===== src/rtl/dmem_arbiter.sv =====
// Single-port data memory arbiter between the MEM stage (core) and the loader/DMA port.
// Optional stall-cycle counter enabled by defining DMEM_ARB_PERF_EN.
module dmem_arbiter #(
  parameter int ADDR_W       = 14,
  parameter int RD_LATENCY   = 1,
  parameter int STARVE_LIMIT = 4
) (
  input  logic              clk,
  input  logic              rst,
  input  logic              core_req,
  input  logic              core_we,
  input  logic [31:0]       core_addr,
  input  logic [31:0]       core_wdata,
  input  logic [3:0]        core_be,
  output logic              core_rvalid,
  output logic [31:0]       core_rdata,
  output logic              stall_m,
  input  logic              ldr_req,
  input  logic              ldr_we,
  input  logic [31:0]       ldr_addr,
  input  logic [31:0]       ldr_wdata,
  output logic              ldr_gnt,
  output logic              ldr_rvalid,
  output logic [31:0]       ldr_rdata,
  output logic              mem_en,
  output logic [3:0]        mem_we,
  output logic [ADDR_W-1:0] mem_addr,
  output logic [31:0]       mem_din,
  input  logic [31:0]       dout,
  output logic [31:0]       perf_stall
);
  localparam logic [1:0] S_IDLE    = 2'd0;
  localparam logic [1:0] S_RD_CORE = 2'd1;
  localparam logic [1:0] S_RD_LDR  = 2'd2;
  localparam int         SW        = $clog2(STARVE_LIMIT + 1);
  localparam logic [SW-1:0] STARVE_MAX = SW'(STARVE_LIMIT);
  localparam logic [2:0] LAT       = 3'(RD_LATENCY);

  logic [1:0]    state_q, state_d;
  logic [SW-1:0] starve_q, starve_d;
  logic [2:0]    wait_q, wait_d;
  logic          core_rvalid_q, core_rvalid_d;
  logic          ldr_rvalid_q, ldr_rvalid_d;
  logic [31:0]   core_rdata_q, core_rdata_d;
  logic [31:0]   ldr_rdata_q, ldr_rdata_d;
  logic          idle, core_win, ldr_win, core_st_issue;

  always_comb begin
    state_d       = state_q;
    starve_d      = starve_q;
    wait_d        = wait_q;
    core_rvalid_d = 1'b0;
    ldr_rvalid_d  = 1'b0;
    core_rdata_d  = core_rdata_q;
    ldr_rdata_d   = ldr_rdata_q;
    mem_en        = 1'b0;
    mem_we        = 4'h0;
    mem_addr      = '0;
    mem_din       = 32'h0;
    ldr_gnt       = 1'b0;
    core_st_issue = 1'b0;
    idle          = (state_q == S_IDLE) && !rst;
    // The request seen alongside core_rvalid is the load being completed, not a new one.
    core_win      = idle && core_req && !core_rvalid_q &&
                    !(ldr_req && starve_q == STARVE_MAX);
    ldr_win       = idle && ldr_req && !core_win;

    if (core_win) begin
      mem_en   = 1'b1;
      mem_addr = core_addr[ADDR_W+1:2];
      mem_din  = core_wdata;
      if (core_we) begin
        mem_we        = core_be;
        core_st_issue = 1'b1;
      end else begin
        state_d = S_RD_CORE;
        wait_d  = LAT;
      end
    end else if (ldr_win) begin
      mem_en   = 1'b1;
      mem_addr = ldr_addr[ADDR_W+1:2];
      mem_din  = ldr_wdata;
      ldr_gnt  = 1'b1;
      if (ldr_we) begin
        mem_we = 4'hF;
      end else begin
        state_d = S_RD_LDR;
        wait_d  = LAT;
      end
    end

    if (ldr_win)
      starve_d = '0;
    else if (idle && ldr_req && starve_q != STARVE_MAX)
      starve_d = starve_q + 1'b1;

    if (state_q != S_IDLE) begin
      if (wait_q == 3'd1) begin
        state_d = S_IDLE;
        if (state_q == S_RD_CORE) begin
          core_rdata_d  = dout;
          core_rvalid_d = 1'b1;
        end else begin
          ldr_rdata_d  = dout;
          ldr_rvalid_d = 1'b1;
        end
      end else begin
        wait_d = wait_q - 3'd1;
      end
    end
  end

  always_ff @(posedge clk) begin
    if (rst) begin
      state_q       <= S_IDLE;
      starve_q      <= '0;
      wait_q        <= 3'd0;
      core_rvalid_q <= 1'b0;
      ldr_rvalid_q  <= 1'b0;
      core_rdata_q  <= 32'h0;
      ldr_rdata_q   <= 32'h0;
    end else begin
      state_q       <= state_d;
      starve_q      <= starve_d;
      wait_q        <= wait_d;
      core_rvalid_q <= core_rvalid_d;
      ldr_rvalid_q  <= ldr_rvalid_d;
      core_rdata_q  <= core_rdata_d;
      ldr_rdata_q   <= ldr_rdata_d;
    end
  end

  assign stall_m     = core_req && !core_st_issue && !core_rvalid_q && !rst;
  assign core_rvalid = core_rvalid_q;
  assign core_rdata  = core_rdata_q;
  assign ldr_rvalid  = ldr_rvalid_q;
  assign ldr_rdata   = ldr_rdata_q;

`ifdef DMEM_ARB_PERF_EN
  logic [31:0] perf_q, perf_d;
  always_comb perf_d = (stall_m && perf_q != 32'hFFFF_FFFF) ? perf_q + 32'd1 : perf_q;
  always_ff @(posedge clk) begin
    if (rst) perf_q <= 32'h0;
    else     perf_q <= perf_d;
  end
  assign perf_stall = perf_q;
`else
  assign perf_stall = 32'h0;
`endif

  // Byte-offset and wrapped upper address bits are intentionally dropped.
  logic unused_addr;
  assign unused_addr = ^{core_addr[31:ADDR_W+2], core_addr[1:0],
                         ldr_addr[31:ADDR_W+2], ldr_addr[1:0]};
endmodule

===== config.mk =====
export PLATFORM = sky130hd
export DESIGN_NAME = dmem_arbiter
export DESIGN_NICKNAME = d
export VERILOG_FILES = /design/src/rtl/dmem_arbiter.sv
export SDC_FILE = /design/constraint.sdc
export NUM_CORES = 1
export LEC_CHECK = 0
export CELL_PAD_IN_SITES_DETAIL_PLACEMENT = 0
export CELL_PAD_IN_SITES_GLOBAL_PLACEMENT = 1
export CORE_ASPECT_RATIO = 1.1
export CORE_UTILIZATION = 22
export DETAILED_ROUTE_END_ITERATION = 12
export PLACE_DENSITY = 0.95
export REMOVE_ABC_BUFFERS = 1
export SYNTH_ARGS = -nofsm -noshare
export SYNTH_HDL_FRONTEND = slang
export SYNTH_SLANG_ARGS = --single-unit

===== constraint.sdc =====
create_clock -name clk -period 4.2 [get_ports clk]
set_clock_uncertainty 0.2 [all_clocks]
set_input_delay 1.05 -clock clk [delete_from_list [all_inputs] [get_ports clk]]
set_output_delay 1.05 -clock clk [all_outputs]
set_load 0.02 [all_outputs]

==> Word-level counts from Yosys, hierarchy flattened <==
Cells that the tools add are included.
{ "classes": {"reduce_logical": 22, "mux": 27, "n_eq_ne": 4, "n_bitwise": 3, "add_sub_neg": 2} }
{ "op_table": {"columns": ["cell", "n"], "rows": [
  ["$mux 32", 2],
  ["$mux 14", 2],
  ["$mux 3", 6],
  ["$mux 4", 4],
  ["$mux 2", 6],
  ["$logic_and 1x1->1", 11],
  ["$mux 1", 7],
  ["$reduce_and 3->1", 2],
  ["$logic_not 1->1", 5],
  ["$add 3x1->3 const B", 1],
  ["$eq 3x1->1 const B", 1],
  ["$eq 3x3->1 const B", 1],
  ["$ne 3x3->1 const B", 1],
  ["$not 1->1", 3],
  ["$reduce_or 3->1", 1],
  ["$sub 3x1->3 const B", 1],
  ["$eq 2x1->1 const B", 1],
  ["$logic_not 2->1", 1],
  ["$reduce_bool 2->1", 1],
  ["$reduce_or 2->1", 1]
]} }
{ "totals": {"wordCells": 65, "ff_bits": 74, "inputBits": 170} }

==> Longest topological paths before layout <==
Gate-level depths: netlist of run 1.
{ "depth": {"word_depth": 11, "ltp_mapped": 8, "depth_no_buf": 7} }

==> Least setup slack after synthesis of run 1 <==
Ideal clock, no wire load.
{ "synth_path": {"path_type": "input port to output port", "start": "input port rst", "end": "output port mem_we[0]", "slack_ns": 0.898, "stages": 3, "t_arrival_ns": 2.052, "path_buffers": 0, "path_cell_list": "nor4b_4 > o21ai_4 > o21ai_0"} }
{ "synth_via": {"elab_chain_cells": 9} }
{ "synth_rtl": {"columns": ["element", "line", "text"], "rows": [
  ["start: declaration", "9", "input logic rst,"],
  ["$logic_not 1->1 *", "62", "idle = (state_q == S_IDLE) && !rst;"],
  ["$logic_and 1x1->1 *", "62", null],
  ["$logic_and 1x1->1 (3 in series)", "64", "core_win = idle && core_req && !core_rvalid_q &&"],
  ["$logic_not 1->1", "66", "ldr_win = idle && ldr_req && !core_win;"],
  ["$logic_and 1x1->1", "66", null],
  ["$mux 4", "79", "end else if (ldr_win) begin"],
  ["$mux 4 *", "68", "if (core_win) begin"],
  ["end: declaration", "26", "output logic [3:0] mem_we,"]
]} }
Every way passes the cells marked *; elsewhere a longest branch is shown, timed or not.

==> Worst setup path in the final report of run 1 <==
{ "layout_path": {"start": "input port ldr_req", "end": "output port ldr_gnt"} }
{ "layout_via": {"elab_chain_cells": 7} }
{ "layout_rtl": {"columns": ["element", "line", "text"], "rows": [
  ["start: declaration", "18", "input logic ldr_req,"],
  ["$logic_and 1x1->1", "65", "!(ldr_req && starve_q == STARVE_MAX);"],
  ["$logic_not 1->1", "65", null],
  ["$logic_and 1x1->1", "64", null],
  ["$logic_not 1->1", "66", null],
  ["$logic_and 1x1->1", "66", null],
  ["$mux 1", "79", null],
  ["$mux 1 *", "68", null],
  ["end: declaration", "22", "output logic ldr_gnt,"]
]} }
Marked as above.

==> results of run 1 <==
## layer usage
layer	vias up	GRT usage [%]	wire, um
met5	-	0	0
met4	0	4.54	105
met3	7	8.57	2100
met2	179	28.1	6840
met1	1756	18.1	5640
li1	1930	-	-
## metrics by stage
step,instance area [sq um],setup WS (ps),hold WS (ps),util [%]
3_5_place_dp,6240,-112,246,39.8
5_1_grt,6480,8.67,274,41.4
4_1_cts,6470,4.96,255,41.3
6_report,6480,86.8,252,41.4
3_3_place_gp,6240,-79.4,241,39.8
2_1_floorplan,3230,254,272,-
## repair_timing
action | CTS | global route
gates resized for setup | 36 | 5
pin swaps | 0 | 0
endpoints found under the hold margin | 0 | 0
setup endpoints to repair | 36 | 5
## state kept, by name, indices dropped and copies added (netlist names)
name	cells
core_rdata	32
ldr_rdata	32
starve_q	3
wait_q	3
state_q	2
core_rvalid	1
ldr_rvalid	1
## cells in the final DEF (no fill, tap or decap), drive strengths merged
master | netlist | routed
nand2 | 134 | 134
and3 | 1 | 1
o41ai | 1 | 1
clkdlybuf4s50 | 0 | 200
dlygate4sd2 | 0 | 36
dlymetal6s2s | 0 | 5
o21ai | 6 | 6
or2 | 1 | 1
nor3 | 4 | 4
nor2b | 1 | 1
dfxtp | 74 | 74
nor3b | 2 | 2
xor2 | 2 | 2
and2 | 2 | 2
nor4b | 1 | 1
clkinv | 1 | 4
a21oi | 68 | 68
o31a | 1 | 1
nand3b | 2 | 2
mux2i | 1 | 1
ha | 4 | 4
clkbuf | 9 | 12
nand4b | 1 | 1
inv | 5 | 5
nor2 | 6 | 6
nand3 | 6 | 6
a21boi | 1 | 1
buf | 55 | 31
o2111ai | 1 | 1
conb | 1 | 32
nand2b | 2 | 2
xnor2 | 1 | 1
a22o | 46 | 46
## logic make-up after synthesis
family	count (synthesis)	synth area share (%)
fa+ha+maj	4	1.42
xor+xnor	3	0.743
compound gates	124	23.2
flops	74	41.9
mux	1	0.283
other cells	1	0.106
buf+inv	70	12.7
simple gates	163	19.7
## worst max-delay path, cell delays in order
cell,delay [ps]
clkdlybuf4s50_1,500
nor4b_4,280
o21ai_4,120
clkinv_4,120
buf_4,180
clkdlybuf4s50_1,610
## area by class of cell
cell class | instances | share of cell area (%)
Tap cell | 200 | 3.86
Inverter | 6 | 0.425
Clock buffer | 12 | 3.96
Clock inverter | 3 | 0.232
Sequential cell | 74 | 22.9
Timing Repair Buffer | 272 | 42.0
Multi-Input combinational cell | 327 | 26.7
## how the worst max path moves through the flow
stage / startpoint / slack, ps / end
4_1_cts: core_req / 5 / mem_din[21]
6_report: ldr_req / 90 / ldr_gnt
2_1_floorplan: rst / 250 / mem_we[0]
3_3_place_gp: ldr_req / -80 / mem_din[3]
3_5_place_dp: ldr_req / -110 / mem_din[3]
5_1_grt: ldr_req / 9 / ldr_gnt
## power by group through the flow
stage,registers (W),logic [W],clock network (W)
after floorplan,0.000744,0.000154,0
after global placement,0.000737,0.000449,0
after global routing,0.000723,0.000457,0.000763
final,0.000722,0.000428,0.000706
after CTS,0.000722,0.000434,0.000729
after detailed placement,0.000738,0.000449,0
==> impl_metrics.env, run 1 <==
export IMPL_die_x_um=123
export IMPL_clkTransAtPathRegs_ps=50
export IMPL_synth_edf_count=0
export IMPL_power_w=0.00186
export IMPL_reg2reg_from="wait_q[0]$_SDFF_PP0_"
export IMPL_ff_latch_area_sq_um=1480
export IMPL_cts_buffers=9
export IMPL_max_slew_margin_pct=43.8
export IMPL_p_switching_w=0.000494
export IMPL_hold_violations=0
export IMPL_pin_count=321
export IMPL_hold_buffers=0
export IMPL_synth_flop_cell="dfxtp_1"
export IMPL_drt_iter0_drc=104
export IMPL_stdcell_count=894
export IMPL_route_detailed_drc=0
export IMPL_clock_root_buffer="clkbuf_16"
export IMPL_cts_sinks=74
export IMPL_drv_slew=0
export IMPL_crit_path_max_fanout=10
export IMPL_synth_most_common_cell="nand2_1"
export IMPL_clk_latency_ps=330
export IMPL_antenna_found_initial=0
export IMPL_hpwl_um=11300
export IMPL_crit_path_end_kind="output port"
export IMPL_synth_top_area_share_pct=41.9
export IMPL_grt_pass1_wl_um=20300
export IMPL_hold_path_end="ldr_rdata[23]$_SDFFE_PP0P_"
export IMPL_antennaDiodeCount=0
export IMPL_routed_wl_um=14700
export IMPL_ys_seq_area_share_pct=41.9
export IMPL_p_leak_nw=2.59
export IMPL_synthTopCellsByArea="dfxtp_1 42%, nand2_1 14%, a22o_1 11%"
export IMPL_multi_input_area_sq_um=1730
export IMPL_nets=864
export IMPL_die_area_sq_um=16600
export IMPL_syn_inst=440
export IMPL_coreArea_sq_um=15700
export IMPL_min_from="ldr_rdata[23]$_SDFFE_PP0P_"
export IMPL_postCtsSetupBuffers=0
export IMPL_port_buffers=252
export IMPL_rsz0062_at_grt="no"
export IMPL_drive_above_1_share_pct=7.64
export IMPL_placed_cells=879
export IMPL_pwr_share_seq_pct=38.9
export IMPL_ys_seq_elements=74
export IMPL_hp_class="flop to flop"
export IMPL_maxCapViolCount=0
export IMPL_synthesis_area_sq_um=3530
export IMPL_avgSynthCellArea_sq_um=8.03
export IMPL_cp_required_ps=2950
export IMPL_regToRegSetupSlack_ps=1940
export IMPL_route_vias_total=3872
export IMPL_drtAntennaViolNets=0
export IMPL_grtUsageTotal_pct=16.7
export IMPL_grt_max_degree=76
export IMPL_worst_setup_path_start_kind="input pin"
export IMPL_cts_buffer_depth=2
export IMPL_min_delay_path_depth=2
export IMPL_swShare_pct=26.6
export IMPL_yosys_warnings=0
export IMPL_finalSetupViolations=0
export IMPL_reg2reg_depth=6
export IMPL_r2r_end="core_rdata[21]$_SDFFE_PP0P_"
export IMPL_fillCellCount=1621
export IMPL_first_pass_iters=4
export IMPL_crit_type="input pin to output port"
export IMPL_drt_vias_per_instance=4.33
export IMPL_synth_cell_types=36
export IMPL_tns_ps=0
export IMPL_grt_pass1_vias=3570
export IMPL_max_freq_mhz=243
export IMPL_async_flop_share_pct=0
export IMPL_layout_min_cycle_time_ps=4110
export IMPL_initial_core_util_pct=22.5
export IMPL_ctsHtreeMaxLevel=3
export IMPL_arrival_ps=2860
export IMPL_fp_row_count=48
export IMPL_syn2layout_area_growth_pct=83.4
export IMPL_power_frac_comb_pct=23.0
export IMPL_gp_congestion=0.795
export IMPL_overflow=0
export IMPL_fin_crit_sh_pct=97.9
export IMPL_power_density_nw_per_um2=286
export IMPL_status="finished clean"
export IMPL_vdd_drop_max_mv=0.214
export IMPL_die_height_um=135
export IMPL_cts_tree="built"
export IMPL_tightestPinTransition_ps=842
export IMPL_p_clk_share_pct=38.0
export IMPL_yosysTopAreaCell="dfxtp_1"
export IMPL_synth_common_cells="134 x nand2_1, 74 x dfxtp_1, 68 x a21oi_1, 46 x a22o_1, 33 x buf_4"
export IMPL_wl_per_cell_um=16.4
export IMPL_internal_power_w=0.00136
(Power assumes the default switching activity.)
==> run 2: changes to the inputs <==
CORE_ASPECT_RATIO = default   (was 1.1)
==> run 2 against run 1 <==
  * Die area is essentially flat
  * Wire length grew 0.45%
  * Setup slack gained 110 ps
  * Cell area shrank 0.31%
  * Fmax grew 2.8%
  * Power grew 7.6%
  * Utilization grew 0.53 points
  * Flip-flop and latch count is the same
  * Cell count grew 0.89%
==> impl_metrics.env, run 2 (synthesized netlist as in run 1, its figures left out) <==
export IMPL_crit_path_frequent_cell="buf_4"
export IMPL_pin_count=321
export IMPL_drv_slew=0
export IMPL_regToRegSetupSlack_ps=1830
export IMPL_routed_wl_um=14800
export IMPL_drt_iter0_drc=144
export IMPL_p_leak_nw=2.64
export IMPL_max_slew_margin_pct=38.4
export IMPL_max_freq_mhz=250
export IMPL_crit_slowest_cell="clkdlybuf4s50_1"
export IMPL_hold_buffers=0
export IMPL_met1_usage_pct=17.8
export IMPL_cp_required_ps=2950
export IMPL_cts_buffer_depth=2
export IMPL_p_clk_share_pct=43.0
export IMPL_setup_ws_ps=199
export IMPL_reg2reg_from="wait_q[1]$_SDFF_PP0_"
export IMPL_reg2reg_depth=7
export IMPL_path_cells="clkdlybuf4s50_1 -> nor4b_4 -> o21ai_4 -> clkinv_8 -> buf_4 -> a22o_1 -> buf_4"
export IMPL_rsz0062_at_grt="no"
export IMPL_final_cell_mix="198 x clkdlybuf4s50_1, 134 x nand2_1, 74 x dfxtp_1, 68 x a21oi_1, 46 x a22o_1"
export IMPL_overflow=0
export IMPL_vdd_drop_max_mv=0.273
export IMPL_grt_max_degree=73
export IMPL_die_x_um=129
export IMPL_tns_ps=0
export IMPL_ctsHtreeMaxLevel=3
export IMPL_grt_pass1_wl_um=20800
export IMPL_cp_endpoint="mem_din[28]"
export IMPL_status="finished clean"
export IMPL_maxCapViolCount=0
export IMPL_swShare_pct=25.9
export IMPL_cts_sinks=74
export IMPL_grt_pass1_vias=3678
export IMPL_fp_row_count=45
export IMPL_postCtsSetupBuffers=0
export IMPL_route_vias_total=3904
export IMPL_pwr_share_seq_pct=36.1
export IMPL_crit_type="input pin to output port"
export IMPL_coreArea_sq_um=15400
export IMPL_clk_latency_ps=330
export IMPL_tightestPinTransition_ps=925
export IMPL_max_stage_delay_ps=510
export IMPL_critPathLaunch="ldr_req"
export IMPL_hpwl_um=11200
export IMPL_drtAntennaViolNets=0
export IMPL_crit_path_end_kind="output port"
export IMPL_final_common_cell="clkdlybuf4s50_1"
export IMPL_drt_vias_per_instance=4.33
export IMPL_cts_buffers=9
export IMPL_initial_core_util_pct=22.9
export IMPL_first_pass_iters=4
export IMPL_hold_violations=0
export IMPL_met2_usage_pct=31.6
export IMPL_port_buffers=252
export IMPL_wl_per_cell_um=16.4
export IMPL_nets=860
export IMPL_drive_above_1_share_pct=8.54
export IMPL_p_switching_w=0.000517
export IMPL_syn2layout_area_growth_pct=82.8
export IMPL_die_area_sq_um=16600
export IMPL_arrival_ps=2750
export IMPL_top_usage_layer="met2"
export IMPL_r2r_end="ldr_rdata[18]$_SDFFE_PP0P_"
export IMPL_layout_min_cycle_time_ps=4000
export IMPL_antennaDiodeCount=0
export IMPL_gp_congestion=0.747
export IMPL_antenna_found_initial=0
export IMPL_dp_slack_ps=-135
export IMPL_clock_root_buffer="clkbuf_16"
export IMPL_finalSetupViolations=0
export IMPL_route_detailed_drc=0
export IMPL_worst_setup_path_start_kind="input pin"
export IMPL_fin_crit_sh_pct=95.3
export IMPL_hp_class="flop to flop"
export IMPL_cts_resized_gates=25
export IMPL_grtUsageTotal_pct=16.9
export IMPL_power_frac_comb_pct=20.8
export IMPL_crit_path_max_fanout=35
export IMPL_cts_tree="built"
export IMPL_clkTransAtPathRegs_ps=60
export IMPL_power_density_nw_per_um2=309
export IMPL_die_height_um=129
export IMPL_internal_power_w=0.00148
export IMPL_use_met3_pct=6.20
run 2: changes by cell type in the layout (fill, tap and decap cells not counted), sizes merged:
cell | before | now
clkbuf | 12 | 11
clkdlybuf4s50 | 200 | 198
buf | 31 | 35
clkinv | 4 | 2
clkinvlp | 0 | 1
dlygate4sd2 | 36 | 24
bufinv | 0 | 2
dlymetal6s2s | 5 | 11
inv | 5 | 6
run 2: stage by stage:
step | power (W) | hold slack [ps] | instance area [sq um] | utilization (%) | std cells
global route | 0.00209 | 267 | 6460 | 41.9 | 902
detailed placement | 0.00117 | 246 | 6120 | 39.7 | 886
CTS | 0.00203 | 254 | 6430 | 41.7 | 902
floorplan | 0.000898 | 272 | 3230 | - | 407
finish | 0.00200 | 252 | 6460 | 41.9 | 902
global placement | 0.00117 | 241 | 6120 | 39.7 | 886
run 2: how the worst min path moves through the flow:
stage / start / endpoint / slack [ps] / cells past startpoint
after floorplan: wait_q[1]$_SDFF_PP0_ / wait_q[1]$_SDFF_PP0_ / 270 / 2
after global placement: ldr_rdata[21]$_SDFFE_PP0P_ / ldr_rdata[21]$_SDFFE_PP0P_ / 240 / 2
after detailed placement: ldr_rdata[22]$_SDFFE_PP0P_ / ldr_rdata[22]$_SDFFE_PP0P_ / 250 / 2
after CTS: ldr_rdata[11]$_SDFFE_PP0P_ / ldr_rdata[11]$_SDFFE_PP0P_ / 250 / 2
after global routing: ldr_rdata[9]$_SDFFE_PP0P_ / ldr_rdata[9]$_SDFFE_PP0P_ / 270 / 2
final: ldr_rdata[11]$_SDFFE_PP0P_ / ldr_rdata[11]$_SDFFE_PP0P_ / 250 / 2
run 2: critical path: cells and delay by family:
family	cells	cell delay [ps]
and+or+nand+nor	1	300
buffers and inverters	4	1060
AOI/OAI and AO/OA	2	330
run 2: metal layers:
layer / wire [um] / part of all wire [%]
met5: 0 / 0
met1: 5780 / 39
met4: 179 / 1.2
met3: 1380 / 9.4
met2: 7420 / 50
run 2: power by group through the flow:
stage	Clock [W]	Sequential [W]	Combinational (W)
2_1_floorplan	0	0.000744	0.000154
4_1_cts	0.000883	0.000722	0.000421
3_3_place_gp	0	0.000737	0.000429
3_5_place_dp	0	0.000737	0.000429
6_report	0.000860	0.000722	0.000415
5_1_grt	0.000921	0.000723	0.000442
run 2: area by class of cell:
type,count,area (sq um)
clock buffers,11,253
clock inverters,5,85.1
fillers,1599,8960
inverters,6,35.0
multi-input cells,327,1730
flip-flops and latches,74,1480
well taps,211,264
repair buffers,268,2620
==> run 3: changes to the inputs <==
CORE_MARGIN = 5   (was default)
==> run 3 against run 2 <==
  * Cell area grew 0.66%
  * Non-clock buffer count is 6 higher
  * Sequential power hardly changed
  * Via count increased by 1.7%
  * Cell count rose by 1.3%
  * Global-route usage is 0.73 points lower
  * Clock power decreased by 9.1%
  * Largest cell class unchanged
  * Critical endpoint is now ldr_gnt
  * Count of clock-buffer cells in the layout shrank 2
  * Sequential share of layout area shrank 0.15 points
==> impl_metrics.env, run 3 (synthesized netlist as in run 1, its figures left out) <==
export IMPL_hold_violations=0
export IMPL_reg2reg_from="wait_q[0]$_SDFF_PP0_"
export IMPL_max_slew_margin_pct=45.2
export IMPL_hpwl_um=12600
export IMPL_arrival_ps=2830
export IMPL_path_buf_inv=4
export IMPL_fp_row_count=46
export IMPL_vdd_drop_max_mv=0.204
export IMPL_drt_vias_per_instance=4.35
export IMPL_layout_min_cycle_time_ps=4080
export IMPL_clock_root_buffer="clkbuf_16"
export IMPL_hold_path_end="core_rdata[18]$_SDFFE_PP0P_"
export IMPL_dpl_cell_area_sq_um=6210
export IMPL_final_common_cell="clkdlybuf4s50_1"
export IMPL_cts_tree="built"
export IMPL_grt_pass1_vias=3790
export IMPL_wl_per_cell_um=17.9
export IMPL_crit_path_end_kind="output port"
export IMPL_finish_utilization_pct=41.1
export IMPL_final_area_sq_um=6500
export IMPL_crit_path_frequent_cell="clkdlybuf4s50_1"
export IMPL_ctsHtreeMaxLevel=3
export IMPL_grt_pass1_wl_um=22600
export IMPL_overflow=0
export IMPL_drv_slew=0
export IMPL_initial_core_util_pct=22.3
export IMPL_max_stage_delay_ps=620
export IMPL_worst_setup_path_start_kind="input pin"
export IMPL_drtAntennaViolNets=0
export IMPL_reg2reg_depth=6
export IMPL_grt_max_degree=76
export IMPL_cts_buffer_depth=2
export IMPL_hp_class="flop to flop"
export IMPL_grtUsageTotal_pct=16.2
export IMPL_nets=866
export IMPL_syn2layout_area_growth_pct=84.0
export IMPL_die_x_um=137
export IMPL_first_pass_iters=4
export IMPL_finalSetupViolations=0
export IMPL_max_freq_mhz=245
export IMPL_p_leak_nw=2.60
export IMPL_final_cell_mix="199 x clkdlybuf4s50_1, 134 x nand2_1, 74 x dfxtp_1, 68 x a21oi_1, 46 x a22o_1"
export IMPL_pin_count=321
export IMPL_cts_sinks=74
export IMPL_clkTransAtPathRegs_ps=60
export IMPL_min_from="core_rdata[18]$_SDFFE_PP0P_"
export IMPL_drt_iter0_drc=160
export IMPL_power_density_nw_per_um2=297
export IMPL_die_area_sq_um=18700
export IMPL_regToRegSetupSlack_ps=2320
export IMPL_rsz0062_at_grt="no"
export IMPL_route_detailed_drc=0
export IMPL_fin_crit_sh_pct=97.2
export IMPL_crit_path_max_fanout=8
export IMPL_tightestPinTransition_ps=822
export IMPL_port_buffers=252
export IMPL_gp_congestion=0.770
export IMPL_route_vias_total=3972
export IMPL_fillCellCount=1617
export IMPL_clk_latency_ps=330
export IMPL_cp_top_family="buffers and inverters"
export IMPL_cp_required_ps=2950
export IMPL_antenna_found_initial=1
export IMPL_crit_slowest_cell="clkdlybuf4s50_1"
export IMPL_cts_buffers=9
export IMPL_status="finished clean"
export IMPL_r2r_end="ldr_rdata[6]$_SDFFE_PP0P_"
export IMPL_routed_wl_um=16400
export IMPL_die_height_um=137
export IMPL_postCtsSetupBuffers=0
export IMPL_hold_buffers=0
export IMPL_min_delay_path_depth=2
export IMPL_maxCapViolCount=0
export IMPL_coreArea_sq_um=15800
export IMPL_crit_type="input pin to output port"
export IMPL_drive_above_1_share_pct=9.76
export IMPL_path_cells="clkdlybuf4s50_1 -> nor4b_4 -> o21ai_4 -> clkinv_4 -> buf_4 -> clkdlybuf4s50_1"
run 3: worst max-delay path by stage:
stage / from / end / cells past startpoint
final: ldr_req / ldr_gnt / 6
after global routing: ldr_req / ldr_gnt / 6
after CTS: ldr_req / mem_din[7] / 7
after detailed placement: ldr_req / mem_addr[12] / 7
after global placement: ldr_req / mem_addr[12] / 7
after floorplan: rst / mem_we[0] / 4
run 3: repair_timing:
item / CTS / global route
endpoints found under the hold margin: 0 / 0
resized for setup: 24 / 7
endpoints found under the setup margin: 24 / 7
run 3: metal layers:
layer | part of all wire, % | track usage [%] | wire [um] | vias to the layer above
li1 | - | - | - | 1937
met1 | 37 | 16.9 | 5990 | 1834
met2 | 49 | 28.2 | 7970 | 187
met3 | 12 | 7.10 | 1990 | 14
met4 | 2.6 | 6.72 | 431 | 0
met5 | 0 | 0 | 0 | -
run 3: area by class of cell:
cell class              instances  area, sq um  area share, %
repair buffers                274         2690           41.4
multi-input cells             327         1730           26.6
flip-flops and latches         74         1480           22.8
well taps                     216          270           4.15
clock buffers                   9          225           3.46
clock inverters                 7         76.3           1.17
inverters                       6         27.5          0.423
diodes                          1         2.50         0.0385
run 3: stage by stage:
stage                     cells  setup slack [ps]  hold WS, ps  TNS, ps  total power [W]
after floorplan             407               254          272        0         0.000898
after global placement      897             -61.1          241     -649          0.00118
after detailed placement    897             -49.1          246     -407          0.00118
after CTS                   913              2.22          254        0          0.00197
after global routing        914              52.6          270        0          0.00202
final                       914               118          252        0          0.00193
run 3: worst reg2reg max path, stage by stage, from the launching register on:
cell and delay [ps]:
dfxtp_1 370, ha_1 180, nor2b_1 250, and2_1 160
buf_4 370, nand2_1 120, a21oi_1 160
run 3: where the power goes:
group	switching, W	leakage (nW)	total, W	internal, W
Clock	0.000318	0.142	0.000782	0.000464
Sequential	0.00000807	0.597	0.000721	0.000713
Combinational	0.000208	1.86	0.000428	0.000220
